File: config.mk
export PLATFORM = sky130hd
export DESIGN_NAME = ppi_bus_master_flat
export DESIGN_NICKNAME = d
export VERILOG_FILES = /design/src/rtl/ppi_pkg.sv /design/src/rtl/ppi_bus_master_if.sv /design/src/rtl/ppi_phase_timer.sv /design/src/rtl/ppi_bus_master.sv /design/src/flat_wrapper.sv
export SDC_FILE = /design/constraint.sdc
export NUM_CORES = 1
export LEC_CHECK = 0
export BUFFER_PORTS_ARGS = -buffer_cell sky130_fd_sc_hd__buf_2
export CAP_MARGIN = 30
export CORE_MARGIN = 5
export CORE_UTILIZATION = 50
export CTS_BUF_LIST = sky130_fd_sc_hd__clkbuf_2 sky130_fd_sc_hd__clkbuf_4 sky130_fd_sc_hd__clkbuf_8
export CTS_CLUSTER_DIAMETER = 30
export DETAILED_ROUTE_END_ITERATION = 12
export PLACE_DENSITY = 0.86
export SLEW_MARGIN = 20
export SYNTH_ARGS = -nofsm -noshare
export SYNTH_HDL_FRONTEND = slang
export SYNTH_SLANG_ARGS = --single-unit
File: constraint.sdc
create_clock -name clk -period 2.05 [get_ports clk]
set_clock_uncertainty 0.2 [all_clocks]
set_input_delay 0.1025 -clock clk [delete_from_list [all_inputs] [get_ports clk]]
set_output_delay 0.1025 -clock clk [all_outputs]
set_load 0.005 [all_outputs]
File: src/rtl/ppi_pkg.sv
// Shared types and constants for the PPI bus master and its phase timer.
package ppi_pkg;

  typedef enum logic [1:0] {
    IDLE   = 2'd0,
    SETUP  = 2'd1,
    STROBE = 2'd2,
    HOLD   = 2'd3
  } ppi_bus_state_t;

  localparam logic [1:0] PPI_ADDR_A    = 2'd0;
  localparam logic [1:0] PPI_ADDR_B    = 2'd1;
  localparam logic [1:0] PPI_ADDR_C    = 2'd2;
  localparam logic [1:0] PPI_ADDR_CTRL = 2'd3;

  localparam logic [7:0] PPI_CTRL_RESET = 8'h9B;
  localparam logic [7:0] PPI_ILLEGAL_RD = 8'hFF;

  function automatic int ppi_max3(input int a, input int b, input int c);
    int m;
    m = (a > b) ? a : b;
    return (m > c) ? m : c;
  endfunction

endpackage

File: src/rtl/ppi_bus_master_if.sv
// Request/response handshake plus PPI pin bundle; the master modport is the bus master's view.
interface ppi_bus_master_if;
  logic       req_valid;
  logic       req_ready;
  logic       req_write;
  logic [1:0] req_addr;
  logic [7:0] req_data;
  logic       rsp_valid;
  logic [7:0] rsp_data;
  logic       busy;
  logic [1:0] A;
  logic       READ;
  logic       WRITE;
  logic [7:0] DATA_out;
  logic       DATA_oe;
  logic [7:0] DATA_in;

  modport master (
    input  req_valid, req_write, req_addr, req_data, DATA_in,
    output req_ready, rsp_valid, rsp_data, busy, A, READ, WRITE, DATA_out, DATA_oe
  );

  modport slave (
    output req_valid, req_write, req_addr, req_data, DATA_in,
    input  req_ready, rsp_valid, rsp_data, busy, A, READ, WRITE, DATA_out, DATA_oe
  );
endinterface

File: src/rtl/ppi_phase_timer.sv
// Loadable down-counter shared by the SETUP/STROBE/HOLD phases; done while the count is zero.
module ppi_phase_timer #(
  parameter int CW = 2
) (
  input  logic          clk,
  input  logic          rst,
  input  logic          load_i,
  input  logic [CW-1:0] load_val_i,
  output logic          done_o
);

  logic [CW-1:0] cnt_q, cnt_d;

  // Saturates at zero so an idle timer never wraps.
  always_comb begin
    cnt_d = cnt_q;
    if (load_i)
      cnt_d = load_val_i;
    else if (cnt_q != '0)
      cnt_d = cnt_q - 1'b1;
  end

  always_ff @(posedge clk) begin
    if (rst) cnt_q <= '0;
    else     cnt_q <= cnt_d;
  end

  assign done_o = (cnt_q == '0);

endmodule

File: src/rtl/ppi_bus_master.sv
// Runs one timed PPI bus cycle (SETUP/STROBE/HOLD) per accepted request; all outputs registered.
// Optional PPI_MASTER_SHADOW_EN adds ctrl_shadow, a copy of the last control-word write.
module ppi_bus_master
  import ppi_pkg::*;
#(
  parameter int SETUP_CYC  = 1,
  parameter int STROBE_CYC = 2,
  parameter int HOLD_CYC   = 1
) (
  input  logic             clk,
  input  logic             rst,
  ppi_bus_master_if.master bus
`ifdef PPI_MASTER_SHADOW_EN
  ,
  output logic [7:0]       ctrl_shadow
`endif
);

  // state  | meaning
  // IDLE   | ready for a request, A holds last address
  // SETUP  | address/data driven ahead of the strobe
  // STROBE | READ or WRITE high, read data captured on the last edge
  // HOLD   | strobe low, address/data still driven

  localparam int CW = $clog2(ppi_max3(SETUP_CYC, STROBE_CYC, HOLD_CYC)) + 1;
  localparam logic [CW-1:0] SETUP_LD  = CW'(SETUP_CYC - 1);
  localparam logic [CW-1:0] STROBE_LD = CW'(STROBE_CYC - 1);
  localparam logic [CW-1:0] HOLD_LD   = CW'(HOLD_CYC - 1);

  ppi_bus_state_t state_q, state_d;

  logic          tmr_load;
  logic [CW-1:0] tmr_ld_val;
  logic          tmr_done;

  logic       wr_q, wr_d;
  logic [1:0] a_q, a_d;
  logic [7:0] dout_q, dout_d;
  logic       oe_q, oe_d;
  logic       rd_q, rd_d;
  logic       wrs_q, wrs_d;
  logic       rsp_v_q, rsp_v_d;
  logic [7:0] rsp_dat_q, rsp_dat_d;
  logic       busy_q, busy_d;
  logic       ready_q, ready_d;

  logic accept;
  logic strobe_end;

  assign accept     = bus.req_valid & ready_q;
  assign strobe_end = (state_q == STROBE) & tmr_done;

  ppi_phase_timer #(.CW(CW)) u_timer (
    .clk        (clk),
    .rst        (rst),
    .load_i     (tmr_load),
    .load_val_i (tmr_ld_val),
    .done_o     (tmr_done)
  );

  always_ff @(posedge clk) begin
    if (rst) begin
      state_q   <= IDLE;
      wr_q      <= 1'b0;
      a_q       <= 2'b00;
      dout_q    <= 8'h00;
      oe_q      <= 1'b0;
      rd_q      <= 1'b0;
      wrs_q     <= 1'b0;
      rsp_v_q   <= 1'b0;
      rsp_dat_q <= 8'h00;
      busy_q    <= 1'b0;
      ready_q   <= 1'b1;
    end else begin
      state_q   <= state_d;
      wr_q      <= wr_d;
      a_q       <= a_d;
      dout_q    <= dout_d;
      oe_q      <= oe_d;
      rd_q      <= rd_d;
      wrs_q     <= wrs_d;
      rsp_v_q   <= rsp_v_d;
      rsp_dat_q <= rsp_dat_d;
      busy_q    <= busy_d;
      ready_q   <= ready_d;
    end
  end

  always_comb begin
    state_d    = state_q;
    tmr_load   = 1'b0;
    tmr_ld_val = '0;
    case (state_q)
      IDLE: if (accept) begin
        state_d    = SETUP;
        tmr_load   = 1'b1;
        tmr_ld_val = SETUP_LD;
      end
      SETUP: if (tmr_done) begin
        state_d    = STROBE;
        tmr_load   = 1'b1;
        tmr_ld_val = STROBE_LD;
      end
      STROBE: if (tmr_done) begin
        state_d    = HOLD;
        tmr_load   = 1'b1;
        tmr_ld_val = HOLD_LD;
      end
      HOLD: if (tmr_done) state_d = IDLE;
      default: state_d = IDLE;
    endcase
  end

  // Registered outputs are derived from the next state so they line up with it.
  always_comb begin
    wr_d   = wr_q;
    a_d    = a_q;
    dout_d = dout_q;
    if (accept) begin
      wr_d = bus.req_write;
      a_d  = bus.req_addr;
      if (bus.req_write) dout_d = bus.req_data;
    end
    busy_d  = (state_d != IDLE);
    ready_d = ~busy_d;
    oe_d    = busy_d & wr_d;
    wrs_d   = (state_d == STROBE) & wr_d;
    rd_d    = (state_d == STROBE) & ~wr_d & (a_d != PPI_ADDR_CTRL);
    rsp_v_d = strobe_end & ~wr_q;
    rsp_dat_d = rsp_dat_q;
    if (rsp_v_d)
      rsp_dat_d = (a_q == PPI_ADDR_CTRL) ? PPI_ILLEGAL_RD : bus.DATA_in;
  end

`ifdef PPI_MASTER_SHADOW_EN
  logic [7:0] shadow_q;

  always_ff @(posedge clk) begin
    if (rst)
      shadow_q <= PPI_CTRL_RESET;
    else if (strobe_end & wr_q & (a_q == PPI_ADDR_CTRL))
      shadow_q <= dout_q;
  end

  assign ctrl_shadow = shadow_q;
`endif

  assign bus.req_ready = ready_q;
  assign bus.busy      = busy_q;
  assign bus.rsp_valid = rsp_v_q;
  assign bus.rsp_data  = rsp_dat_q;
  assign bus.A         = a_q;
  assign bus.READ      = rd_q;
  assign bus.WRITE     = wrs_q;
  assign bus.DATA_out  = dout_q;
  assign bus.DATA_oe   = oe_q;

endmodule
File: src/flat_wrapper.sv
// flat-port wrapper written by rule: the top's interface ports become plain ports
module ppi_bus_master_flat import ppi_pkg::*;
#(
  parameter int SETUP_CYC  = 1,
  parameter int STROBE_CYC = 2,
  parameter int HOLD_CYC   = 1
)
  (clk, rst, bus_req_valid, bus_req_write, bus_req_addr, bus_req_data, bus_DATA_in, bus_req_ready, bus_rsp_valid, bus_rsp_data, bus_busy, bus_A, bus_READ, bus_WRITE, bus_DATA_out, bus_DATA_oe);
  ppi_bus_master_if bus_i ();
  input  logic clk;
  input  logic rst;
  input wire logic [$bits(bus_i.req_valid)-1:0] bus_req_valid;
  input wire logic [$bits(bus_i.req_write)-1:0] bus_req_write;
  input wire logic [$bits(bus_i.req_addr)-1:0] bus_req_addr;
  input wire logic [$bits(bus_i.req_data)-1:0] bus_req_data;
  input wire logic [$bits(bus_i.DATA_in)-1:0] bus_DATA_in;
  output wire logic [$bits(bus_i.req_ready)-1:0] bus_req_ready;
  output wire logic [$bits(bus_i.rsp_valid)-1:0] bus_rsp_valid;
  output wire logic [$bits(bus_i.rsp_data)-1:0] bus_rsp_data;
  output wire logic [$bits(bus_i.busy)-1:0] bus_busy;
  output wire logic [$bits(bus_i.A)-1:0] bus_A;
  output wire logic [$bits(bus_i.READ)-1:0] bus_READ;
  output wire logic [$bits(bus_i.WRITE)-1:0] bus_WRITE;
  output wire logic [$bits(bus_i.DATA_out)-1:0] bus_DATA_out;
  output wire logic [$bits(bus_i.DATA_oe)-1:0] bus_DATA_oe;
  assign bus_i.req_valid = bus_req_valid;
  assign bus_i.req_write = bus_req_write;
  assign bus_i.req_addr = bus_req_addr;
  assign bus_i.req_data = bus_req_data;
  assign bus_i.DATA_in = bus_DATA_in;
  assign bus_req_ready = bus_i.req_ready;
  assign bus_rsp_valid = bus_i.rsp_valid;
  assign bus_rsp_data = bus_i.rsp_data;
  assign bus_busy = bus_i.busy;
  assign bus_A = bus_i.A;
  assign bus_READ = bus_i.READ;
  assign bus_WRITE = bus_i.WRITE;
  assign bus_DATA_out = bus_i.DATA_out;
  assign bus_DATA_oe = bus_i.DATA_oe;
  ppi_bus_master #(.SETUP_CYC(SETUP_CYC), .STROBE_CYC(STROBE_CYC), .HOLD_CYC(HOLD_CYC)) u_core (.clk(clk), .rst(rst), .bus(bus_i));
endmodule
* After elaboration in Yosys (flattened, before gate mapping)
Index checks and enable logic that the tools add are counted.
** Storage, ports and cells
- Bits in registers :: 29
- Input bits :: 22
- Output and inout port bits :: 24
- Logic and storage cells :: 51
** Operators by class
- Add/subtract/negate cells :: 1
- Equality and inequality tests :: 6
- Mux-type cells :: 15
- Bitwise gates (word level) :: 10
- Reductions and logical operators :: 7
** Operator list (number)
- $mux W2 :: 8
- $eq A2 B2 Y1 const B :: 4
- $mux W8 :: 1
- $pmux W2 S4 :: 1
- $and A1 B1 Y1 :: 7
- $reduce_bool A2 Y1 :: 3
- $logic_not A2 Y1 :: 2
- $mux W1 :: 4
- $not A1 Y1 :: 3
- $eq A2 B1 Y1 const B :: 1
- $ne A2 B2 Y1 const B :: 1
- $pmux W1 S2 :: 1
- $reduce_and A2 Y1 :: 1
- $reduce_or A2 Y1 :: 1
- $sub A2 B1 Y2 const B :: 1

* Depth between registers and ports, before layout
Gate-level depths: netlist of the first run.
- Depth after elaboration :: 6
- Gate-level depth with buffers :: 7
- Depth with buffers taken out :: 6

* By module
A second synthesis of the first run with hierarchy kept.
** Unflattened totals
- Cell total of the unflattened synthesis :: 145
- Area total of the unflattened synthesis :: 1204.9 um2
** By module, submodules not included
- ppi_bus_master :: times used 1, cells each 133, area an instance 1083.5 um2, sequential area each 540.5 um2
- ppi_phase_timer :: times used 1, cells each 12, area an instance 121.4 um2, sequential area each 40.0 um2

* Worst setup path after synthesis of the first run
OpenSTA, ideal clock, no wires.
- Path type :: register -> register
- Start :: register u_core.state_q[0]
- End :: register u_core.ready_q, in the netlist u_core.bus.req_ready
- Setup time :: 0.115 ns
- Arrival time :: 1.351 ns
- Required time :: 1.735 ns
- Path slack :: 0.384 ns
- Cell stages (with the launch flop) :: 7
- Buffers on the path :: 0
- Clock period less this slack :: 1.666 ns
- Cell sequence :: dfxtp_1 -> inv_1 -> ha_1 -> nand2b_1 -> a32oi_4 -> nand2b_4 -> and2_1
** Between the ends
- Word-level cells in the longest chain between the ends :: 4
- Elaborated cells between the ends (all ways) :: 11
- Those cells by class :: 3 x eq/ne; 5 x mux; 1 x bitwise; 2 x reduce/logical
** RTL lines
- start: declaration :: line ppi_bus_master.sv:30 : ppi_bus_state_t state_q, state_d;
- start signal: assignment :: line ppi_bus_master.sv:75 : state_q <= state_d;
- $eq A2 B2 Y1, or another cell as far along :: line ppi_bus_master.sv:93 : case (state_q)
- $pmux W2 S4 * :: line ppi_bus_master.sv:93
- $reduce_bool A2 Y1 * :: line ppi_bus_master.sv:124 : busy_d = (state_d != IDLE);
- $not A1 Y1 * :: line ppi_bus_master.sv:125 : ready_d = ~busy_d;
- end signal: assignment :: line ppi_bus_master.sv:85 : ready_q <= ready_d;
- end: declaration :: line ppi_bus_master.sv:45 : logic ready_q, ready_d;
Mark *: on every way between the ends. The rest lies on a longest branch, timed or not.
A chain may end at the register's enable or synchronous reset.

* Worst setup path in the final report of the first run
- Start :: register u_core.u_timer.cnt_q[0]
- End :: register u_core.rsp_dat_q[6], in the netlist u_core.bus.rsp_data[6]
** Between the ends
- Word-level cells in the longest chain between the ends :: 3
** RTL lines
- start: declaration :: line ppi_phase_timer.sv:12 : logic [CW-1:0] cnt_q, cnt_d;
- start signal: assignment :: line ppi_phase_timer.sv:25 : else cnt_q <= cnt_d;
- $logic_not A2 Y1 :: line ppi_phase_timer.sv:28 : assign done_o = (cnt_q == '0);
- $and A1 B1 Y1 :: line ppi_bus_master.sv:51 : assign strobe_end = (state_q == STROBE) & tmr_done;
- $and A1 B1 Y1 :: line ppi_bus_master.sv:129 : rsp_v_d = strobe_end & ~wr_q;
- end signal: assignment :: line ppi_bus_master.sv:83 : rsp_dat_q <= rsp_dat_d;
- end: declaration :: line ppi_bus_master.sv:43 : logic [7:0] rsp_dat_q, rsp_dat_d;
Every way passes these cells.

==> results of run 1 <==
## worst min-delay path, cell delays in order
cell     delay [ns]
buf_2          0.12
nand3_1        0.10
a21oi_1        0.13
nor3_1         0.05
## power breakdown
part / internal (mW) / leakage (nW) / total [mW] / switching (mW)
Clock: 0.198 / 0.0413 / 0.397 / 0.198
Sequential: 0.655 / 0.236 / 0.721 / 0.0657
Combinational: 0.305 / 0.520 / 0.674 / 0.369
Total: 1.16 / 0.797 / 1.79 / 0.633
## cell usage in the layout, fill, tap and decap left out, drive strengths merged
cell	n
clkbuf	7
nor4	8
nor3	13
nand3	3
nand4bb	1
buf	45
nand2b	3
inv	6
o21ai	1
o21bai	1
nand4b	1
a32oi	1
dlygate4sd3	22
nand2	25
and2	3
o31a	1
and3	2
clkinv	1
ha	6
dfxtp	29
o221ai	1
a21oi	19
nor2	15
## per-layer routing
metal | track usage [%] | part of all wire, % | routed length, µm
met1 | 21.7 | 42 | 1330
met2 | 32.9 | 50 | 1580
met3 | 7.02 | 6.4 | 204
met4 | 7.74 | 1.8 | 57
met5 | 0 | 0 | 0
## repair_timing
item                      4_1_cts  5_1_grt
setup buffers                   0        0
hold buffers                   22        0
hold endpoints to repair       20        0
## registers in the layout, indices dropped and copies added (netlist names)
name / cells
u_core.bus.DATA_out: 8
u_core.bus.rsp_data: 8
u_core.bus.A: 2
u_core.state_q: 2
u_core.u_timer.cnt_q: 2
u_core.bus.DATA_oe: 1
u_core.bus.READ: 1
u_core.bus.WRITE: 1
u_core.bus.busy: 1
u_core.bus.req_ready: 1
u_core.bus.rsp_valid: 1
u_core.wr_q: 1
## final timing paths
kind         depth (start not counted)                            startpoint  slack (ns)                              endpoint
max                                  6  u_core.u_timer.cnt_q[0]$_SDFFE_PP0P_        0.16   u_core.bus.rsp_data[6]$_SDFFE_PP0P_
min                                  4                         bus_req_valid        0.03  u_core.u_timer.cnt_q[1]$_SDFFE_PP0P_
max reg2reg                          6  u_core.u_timer.cnt_q[0]$_SDFFE_PP0P_        0.16   u_core.bus.rsp_data[6]$_SDFFE_PP0P_
min reg2reg                          2   u_core.bus.DATA_out[6]$_SDFFE_PP0P_        0.26   u_core.bus.DATA_out[6]$_SDFFE_PP0P_
## per-stage QoR
stage	hold WS [ns]	utilization, %
2_1_floorplan	0.0385	-
5_1_grt	0.0547	72.8
4_1_cts	0.0186	72.8
3_3_place_gp	0.143	61.0
3_5_place_dp	0.150	61.0
6_report	0.0273	72.8
## final cells by class
type,instances,share of cell area [%]
multi-input cells,104,35.3
flip-flops and latches,29,32.5
clock buffers,7,3.64
clock inverters,1,0.280
well taps,30,2.10
repair buffers,67,24.9
inverters,6,1.26
## cell families (layout without fill, tap and decap cells)
| kind of cell | count (synthesis) | in the layout | share of synthesized area (%) |
|---|---|---|---|
| compound gates | 24 | 24 | 14.7 |
| fa+ha+maj | 6 | 6 | 5.89 |
| buf+inv | 14 | 81 | 4.91 |
| flops | 29 | 29 | 45.6 |
| simple gates | 74 | 74 | 28.9 |
==> metrics.cfg, run 1 <==
[placed_design]
gp_congestion=0.866
dpl.hpwl_um=2200
io_buffers=45
post_dp_cell_area_um2=1500
dp_worst_setup_slack_ns=0.269
dp.cells=214

[clocking]
clock-sinks=29
cts.htree.levels=2
cts_tree=yes
ctsResizeCount=0
clk_latency_ns=0.33
cts_buffer_depth=2
cts_buffers=5
clockRootBuffer=clkbuf_4
clkTransAtPathRegs_ns=0.09

[cells_and_area]
area_delta_synth_final_pct=40.3
nNetsFinal=241
regArea_um2=581
n_antenna_cell=0
fillers=183
stdcell_count=244
drive_gt1_share_pct=29.4
multi_input_area_um2=631
final_area_um2=1790

[logic_synthesis]
synth-seq-cells=29
synth-async-reset-ratio_pct=0
synth.top_cell.area_share_pct=45.6
ys_warn_count=0
post-synth-top-count-cell=dfxtp_1
synthFlopType=dfxtp_1
yosys.area.top_type=dfxtp_1
synthTopCellsByCount=dfxtp_1 (29), nand2_1 (24), a21oi_1 (16)
synth_nets=175
synth-edff-count=0
synth_cell_types=26
postSynthAreaPerCell_um2=8.66
synthCells=147
yosys-top-cells-area=dfxtp_1 (46%), nand2_1 (7.1%), a21oi_1 (6.3%)
yosysSeqAreaShare_pct=45.6
syn_area_um2=1270

[run_status]
status=completed

[hold_path]
hp-class=in2reg

[global_routing]
grt_pass1_wl_um=5200
grt_start_max_net_pins=27
grt_use_total_pct=19.2
grt_pass1_vias=1210
antenna_found_initial=0
grt_overflow=0

[worst_setup_path]
crit_path_end_kind=flip-flop
crit_family=simple AND/OR/NAND/NOR gates
critPathMaxStageDelay_ns=0.39
crit_type=reg2reg
cp_max_fo=12
path_buf_inv=1
critPathSlowestCell=ha_1
startpoint_type=flip-flop
path_cells=inv_1, ha_1, nand2_2, nor2_4, nor2_1, nor3_1
worstPathRequired_ns=2.08
cp.arrival_ns=1.92

[sta]
min_period_ns=1.89
tightest_slew_ns=0.466
setup_viol=0
finalWorstSetupSlack_ns=0.160
drv_slew=0
slew_headroom_pct=68.9
fin_crit_sh_pct=92.2
hold_viol_final=0
fin_tns_setup_ns=0
max_freq_mhz=529
rsz0062_at_grt=no

[route]
vias=1256
wirelength_um=3170
first_pass_iters=4
postRouteAntennaNets=0
route.detailed.drc=0
viasPerCell=5.15
drt_iter0_drc=41
wire_per_inst_um=13.0

[power]
p_per_area_nw_per_um2=1000
power_mw=1.79
power_leakage_nw=0.797
ir_worst_vdd_mv=0.692

[floorplan]
rows=18
die_area_um2=3660
die_x_um=60.5
die_h_um=60.5
core_um2=2450
start_util_pct=51.9
io_pins=46

[run]
max_cap_viol_count=0

Power figures use the tool's default switching activity.
==> run 2: changes to the inputs <==
--- a/config.mk
+++ b/config.mk
@@ -8,11 +8,11 @@
 export BUFFER_PORTS_ARGS = -buffer_cell sky130_fd_sc_hd__buf_2
 export CAP_MARGIN = 30
 export CORE_MARGIN = 5
-export CORE_UTILIZATION = 50
+export CORE_UTILIZATION = 54
 export CTS_BUF_LIST = sky130_fd_sc_hd__clkbuf_2 sky130_fd_sc_hd__clkbuf_4 sky130_fd_sc_hd__clkbuf_8
 export CTS_CLUSTER_DIAMETER = 30
 export DETAILED_ROUTE_END_ITERATION = 12
-export PLACE_DENSITY = 0.86
+export PLACE_DENSITY = 0.92
 export SLEW_MARGIN = 20
 export SYNTH_ARGS = -nofsm -noshare
 export SYNTH_HDL_FRONTEND = slang
==> constraint.sdc (replaced) <==
create_clock -name clk -period 2.25 [get_ports clk]
set_clock_uncertainty 0.2 [all_clocks]
set_input_delay 0.1125 -clock clk [delete_from_list [all_inputs] [get_ports clk]]
set_output_delay 0.1125 -clock clk [all_outputs]
set_load 0.005 [all_outputs]
==> metrics.cfg, run 2 (synthesis gave the netlist of run 1 again) <==
[run_status]
status=completed

[global_routing]
gr-usage-met3_pct=9.21  ; +2.2 points
antenna_found_initial=0  ; unchanged
grt_pass1_vias=1311  ; +8.3%
top_usage_layer=met2
use_met2_pct=40.2  ; +7.3 points
grt_use_total_pct=22.9  ; +3.7 points
grt_overflow=0  ; unchanged
grt_start_max_net_pins=27  ; unchanged
grt_pass1_wl_um=5840  ; +12%
use_met1_pct=23.0  ; +1.3 points

[floorplan]
rows=17  ; -1
core_um2=2230  ; -9.0%
die_h_um=58.6  ; -3.2%
die_area_um2=3430  ; -6.2%
io_pins=46  ; unchanged
die_x_um=58.6  ; -3.2%
start_util_pct=57.0  ; +5.1 points

[route]
wire_per_inst_um=15.3  ; +18%
postRouteAntennaNets=0  ; unchanged
route.detailed.drc=0  ; unchanged
drt_iter0_drc=42  ; +2.4%
first_pass_iters=4  ; unchanged
viasPerCell=5.50  ; +6.9%
wirelength_um=3710  ; +17%
vias=1332  ; +6.1%

[clocking]
clock-sinks=29  ; unchanged
clk_latency_ns=0.33  ; about the same
post_cts_buffers=0  ; unchanged
cts.htree.levels=2  ; unchanged
clockRootBuffer=clkbuf_4
cts_tree=yes
cts_buffers=5  ; unchanged
clkTransAtPathRegs_ns=0.09  ; about the same
cts_buffer_depth=2  ; unchanged

[placed_design]
dp.cells=212  ; -0.93%
dp_worst_setup_slack_ns=0.420  ; +0.151 ns
dpl.hpwl_um=2190  ; -0.78%
gp_congestion=0.884  ; +2.1%
io_buffers=45  ; unchanged
post_dp_cell_area_um2=1490  ; -0.17%

[worst_setup_path]
worstPathRequired_ns=2.30  ; +0.22 ns
critPathSlowestCell=ha_1
path_cells=inv_1, ha_1, nand2_2, nor2_4, nor2_1, nor3_1
crit_type=reg2reg
critPathMaxStageDelay_ns=0.39  ; about the same
cp_max_fo=12  ; unchanged
cp.arrival_ns=1.92  ; about the same
startpoint_type=flip-flop
crit_path_end_kind=flip-flop

[sta]
min_period_ns=1.88  ; -0.0132 ns
setup_viol=0  ; unchanged
rsz0062_at_grt=no
slew_headroom_pct=66.8  ; -2.2 points
fin_crit_sh_pct=83.4  ; -8.8 points
hold_viol_final=0  ; unchanged
drv_slew=0  ; unchanged
fin_tns_setup_ns=0  ; unchanged
tightest_slew_ns=0.498  ; +0.0316 ns
max_freq_mhz=533  ; +0.70%
finalWorstSetupSlack_ns=0.373  ; +0.213 ns

[cells_and_area]
final_cell_mix=buf_2 (45), dfxtp_1 (29), nand2_1 (24), dlygate4sd3_1 (22), a21oi_1 (16)
drive_gt1_share_pct=29.4  ; unchanged
multi_input_area_um2=631  ; unchanged
stdcell_count=242  ; -0.82%
fillers=143  ; -22%
layout_commonest_cell=buf_2
nNetsFinal=241  ; unchanged
final_area_um2=1780  ; -0.14%
regArea_um2=581  ; unchanged
n_antenna_cell=0  ; unchanged
area_delta_synth_final_pct=40.1

[power]
p_per_area_nw_per_um2=926  ; -7.7%
ir_worst_vdd_mv=0.720  ; +4.1%
power_leakage_nw=0.797  ; unchanged

[run]
max_cap_viol_count=0  ; unchanged

[hold_path]
hp-class=in2reg

run 2: report_power, final:
part	switching [mW]	internal (mW)
clock	0.181	0.181
combinational	0.351	0.278
sequential	0.0650	0.597
total	0.597	1.06
run 2: timing repair:
item                       CTS  global route
hold buffers                22             0
resized for setup            0             0
setup endpoints to repair    0             0
hold endpoints to repair    20             0
run 2: metrics by stage:
stage | power, mW | hold WS, ns | util [%]
after floorplan | 1.12 | 0.0485 | -
after global placement | 1.21 | 0.152 | 66.9
after detailed placement | 1.25 | 0.160 | 66.9
after CTS | 1.63 | 0.0437 | 79.9
after global routing | 1.75 | 0.0994 | 79.9
final | 1.65 | 0.0637 | 79.9
run 2: layout make-up:
type                    instances  share of cell area (%)
clock buffers                   7                    3.65
inverters                       6                    1.26
well taps                      28                    1.96
multi-input cells             104                    35.3
repair buffers                 67                    25.0
clock inverters                 1                   0.281
flip-flops and latches         29                    32.5
run 2: worst paths after layout:
path                                        startpoint                              endpoint  slack, ns  cells after the start
setup / recovery  u_core.u_timer.cnt_q[0]$_SDFFE_PP0P_   u_core.bus.rsp_data[0]$_SDFFE_PP0P_       0.37                      6
hold / removal                           bus_req_valid  u_core.u_timer.cnt_q[1]$_SDFFE_PP0P_       0.06                      4
setup reg to reg  u_core.u_timer.cnt_q[0]$_SDFFE_PP0P_   u_core.bus.rsp_data[0]$_SDFFE_PP0P_       0.37                      6
hold reg to reg    u_core.bus.DATA_out[2]$_SDFFE_PP0P_   u_core.bus.DATA_out[2]$_SDFFE_PP0P_       0.26                      2
run 2: worst max-delay path, delay by kind of cell (launching register included):
family / cells / cell delay (ns)
adders and majority gates: 1 / 0.39
buffers and inverters: 1 / 0.06
DFF: 1 / 0.35
and+or+nand+nor: 4 / 0.79
run 2: per-layer routing:
metal	part of all wire [%]	up-vias
met5	0	-
met4	3.7	0
met2	51	63
met3	7.5	19
li1	-	633
met1	38	617
==> run 3: changes to the inputs <==
--- a/config.mk
+++ b/config.mk
@@ -5,14 +5,15 @@
 export SDC_FILE = /design/constraint.sdc
 export NUM_CORES = 1
 export LEC_CHECK = 0
+export ABC_AREA = 1
 export BUFFER_PORTS_ARGS = -buffer_cell sky130_fd_sc_hd__buf_2
 export CAP_MARGIN = 30
 export CORE_MARGIN = 5
-export CORE_UTILIZATION = 54
+export CORE_UTILIZATION = 50
 export CTS_BUF_LIST = sky130_fd_sc_hd__clkbuf_2 sky130_fd_sc_hd__clkbuf_4 sky130_fd_sc_hd__clkbuf_8
 export CTS_CLUSTER_DIAMETER = 30
 export DETAILED_ROUTE_END_ITERATION = 12
-export PLACE_DENSITY = 0.92
+export PLACE_DENSITY = 0.87
 export SLEW_MARGIN = 20
 export SYNTH_ARGS = -nofsm -noshare
 export SYNTH_HDL_FRONTEND = slang
==> constraint.sdc (replaced) <==
create_clock -name clk -period 1.9 [get_ports clk]
set_clock_uncertainty 0.2 [all_clocks]
set_input_delay 0.095 -clock clk [delete_from_list [all_inputs] [get_ports clk]]
set_output_delay 0.095 -clock clk [all_outputs]
set_load 0.005 [all_outputs]
==> metrics.cfg, run 3 <==
[logic_synthesis]
yosys.area.top_type=dfxtp_1
synth_cell_types=21  ; -19%
synthTopCellsByCount=nand2_1 (30), dfxtp_1 (29), nor2_1 (20)
syn_area_um2=1250  ; -2.2%
post-synth-top-count-cell=nand2_1
yosys-top-cells-area=dfxtp_1 (47%), nand2_1 (9.0%), o21ai_0 (6.8%)
synth-edff-count=0  ; unchanged
postSynthAreaPerCell_um2=7.89  ; -9.0%
ys_warn_count=0  ; unchanged
synthCells=158  ; +7.5%
synth_nets=186  ; +6.3%
synth-async-reset-ratio_pct=0  ; unchanged
synth.top_cell.area_share_pct=46.6  ; +1.0 points
yosysSeqAreaShare_pct=46.6  ; +1.0 points
synth-seq-cells=29  ; unchanged
synthFlopType=dfxtp_1

[sta]
tightest_slew_ns=0.364  ; -0.134 ns
setup_viol=0  ; unchanged
rsz0062_at_grt=no
fin_tns_setup_ns=0  ; unchanged
slew_headroom_pct=75.8  ; +9.0 points
finalWorstSetupSlack_ns=0.236  ; -0.138 ns
min_period_ns=1.66  ; -0.212 ns
hold_ws_ns=0.0610  ; -0.00272 ns
drv_slew=0  ; unchanged
max_freq_mhz=601  ; +13%
hold_viol_final=0  ; unchanged
fin_crit_sh_pct=87.6  ; +4.2 points

[route]
viasPerCell=4.88  ; -11%
dr.max_layer_used=met4
wirelength_met1_um=1230  ; -13%
first_pass_iters=4  ; unchanged
wire_per_inst_um=12.4  ; -19%
dr_wl_met2_um=1660  ; -11%
route.detailed.drc=0  ; unchanged
drt_iter0_drc=83  ; +98%
wirelength_um=3220  ; -13%
met3_wirelength_um=245  ; -12%
vias=1265  ; -5.0%
postRouteAntennaNets=0  ; unchanged

[worst_setup_path]
crit_path_end_kind=flip-flop
cp.depth=7  ; +1
startpoint=u_core.u_timer.cnt_q[0]$_SDFFE_PP0P_
cp-endpoint=u_core.bus.rsp_data[1]$_SDFFE_PP0P_
crit_type=reg2reg
timing.rr.start=u_core.u_timer.cnt_q[0]$_SDFFE_PP0P_
cp.arrival_ns=1.67  ; -0.25 ns
rr_endpoint=u_core.bus.rsp_data[1]$_SDFFE_PP0P_
r2r_cells=7  ; +1
worstPathRequired_ns=1.91  ; -0.39 ns
reg2reg_slack_ns=0.24  ; -0.14 ns
critPathMaxStageDelay_ns=0.37  ; -0.02 ns
path_cells=inv_1, ha_1, nand2_2, nor2_4, inv_2, nand2_1, a21oi_1
path_buf_inv=2  ; +1
critPathSlowestCell=ha_1
crit_family=simple AND/OR/NAND/NOR gates
startpoint_type=flip-flop
cp_max_fo=9  ; -3

[cells_and_area]
layout_commonest_cell=buf_2
fillers=202  ; +41%
final_cell_mix=buf_2 (45), nand2_1 (30), dfxtp_1 (29), dlygate4sd3_1 (21), nor2_1 (20)
drive_gt1_share_pct=28.4  ; -1.1 points
area_delta_synth_final_pct=43.4
n_antenna_cell=0  ; unchanged
nNetsFinal=256  ; +6.2%

[run]
max_cap_viol_count=0  ; unchanged

[clocking]
cts_buffer_depth=2  ; unchanged
clockRootBuffer=clkbuf_4
post_cts_buffers=0  ; unchanged
cts_buffers=5  ; unchanged
cts_tree=yes
clk_latency_ns=0.33  ; about the same
cts.htree.levels=2  ; unchanged
clkTransAtPathRegs_ns=0.10  ; about the same
clock-sinks=29  ; unchanged

[floorplan]
die_h_um=59.9  ; +2.3%
rows=18  ; +1
core_um2=2430  ; +8.9%
io_pins=46  ; unchanged
die_area_um2=3590  ; +4.7%
start_util_pct=51.2  ; -5.8 points
die_x_um=59.9  ; +2.3%

[hold_path]
hp-class=in2reg

[power]
power_mw=2.23  ; +35%
p_per_area_nw_per_um2=1250  ; +35%
ir_worst_vdd_mv=0.879  ; +22%
power_leakage_nw=0.917  ; +15%

[global_routing]
grt_use_total_pct=19.6  ; -3.3 points
grt_pass1_wl_um=5210  ; -11%
grt_start_max_net_pins=16  ; -41%
grt_overflow=0  ; unchanged
grt_pass1_vias=1210  ; -7.7%
antenna_found_initial=0  ; unchanged

[run_status]
status=completed

[placed_design]
io_buffers=45  ; unchanged
dpl.hpwl_um=2050  ; -6.1%
dp_worst_setup_slack_ns=0.255  ; -0.165 ns
gp_congestion=0.836  ; -5.4%

==> run 3: cell types whose count changed after synthesis, moves of 4 or more <==
cell / change
nand3_1: +5
inv_2: +4
nor2_1: +6
nand2_1: +6
nor4_1: -8
inv_1: +10
clkbuf_1: -5
nor3_1: -13
o21ai_0: +17
==> run 3: cell families (layout without fill, tap and decap cells) <==
family,after synthesis,after routing,synth area share [%]
compound gates,32,32,13.8
xor+xnor,1,1,0.703
fa+ha+maj,6,6,6.02
buf+inv,23,94,7.73
flops,29,29,46.6
simple gates,67,67,25.2
==> run 3: worst register-to-register path, cell delays in order, from the launching register on <==
cell and delay, ns:
dfxtp_1 0.33, inv_1 0.07, ha_1 0.37, nand2_2 0.13
nor2_4 0.19, inv_2 0.12, nand2_1 0.08, a21oi_1 0.07
==> run 3: area by class of cell <==
class	instances	area (µm²)	share of cell area, %
Timing Repair Buffer	66	435	24.4
Clock inverter	1	30.0	1.68
Tap cell	30	37.5	2.10
Clock buffer	7	58.8	3.29
Multi-Input combinational cell	106	569	31.9
Inverter	20	75.1	4.20
Sequential cell	29	581	32.5
==> run 3: repair_timing <==
action                                  in CTS  in global routing
resized for setup                            0                  0
endpoints found under the setup margin       0                  0
hold endpoints to repair                    22                  0
hold buffers                                21                  0
==> run 3: worst min path at each step <==
| stage | from | to | slack, ns | cells past startpoint |
|---|---|---|---|---|
| 5_1_grt | bus_req_valid | u_core.wr_q$_SDFF_PP0_ | 0.1 | 4 |
| 3_5_place_dp | bus_req_data[4] | u_core.bus.DATA_out[4]$_SDFFE_PP0P_ | 0.13 | 3 |
| 2_1_floorplan | rst | u_core.bus.rsp_data[0]$_SDFFE_PP0P_ | -0.04 | 1 |
| 4_1_cts | bus_req_valid | u_core.wr_q$_SDFF_PP0_ | 0.06 | 4 |
| 6_report | bus_req_valid | u_core.wr_q$_SDFF_PP0_ | 0.06 | 4 |
| 3_3_place_gp | bus_req_data[4] | u_core.bus.DATA_out[4]$_SDFFE_PP0P_ | 0.12 | 3 |
==> run 3: power breakdown <==
| part | internal, mW | total (mW) | switching (mW) |
|---|---|---|---|
| combinational | 0.352 | 0.860 | 0.508 |
| sequential | 0.750 | 0.829 | 0.0784 |
| clock | 0.328 | 0.545 | 0.216 |
==> run 3: metrics by stage <==
stage | cell area [µm²] | util (%) | instances
after CTS | 1790 | 73.5 | 259
final | 1790 | 73.5 | 259
after floorplan | 1250 | - | 158
after detailed placement | 1490 | 61.2 | 230
after global routing | 1790 | 73.5 | 259
after global placement | 1490 | 61.2 | 230
==> run 3: per-layer routing <==
| metal | vias to the layer above | track usage, % |
|---|---|---|
| li1 | 640 | - |
| met1 | 563 | 20.7 |
| met2 | 52 | 34.7 |
| met3 | 10 | 5.83 |
| met4 | 0 | 10.1 |
| met5 | - | 0 |
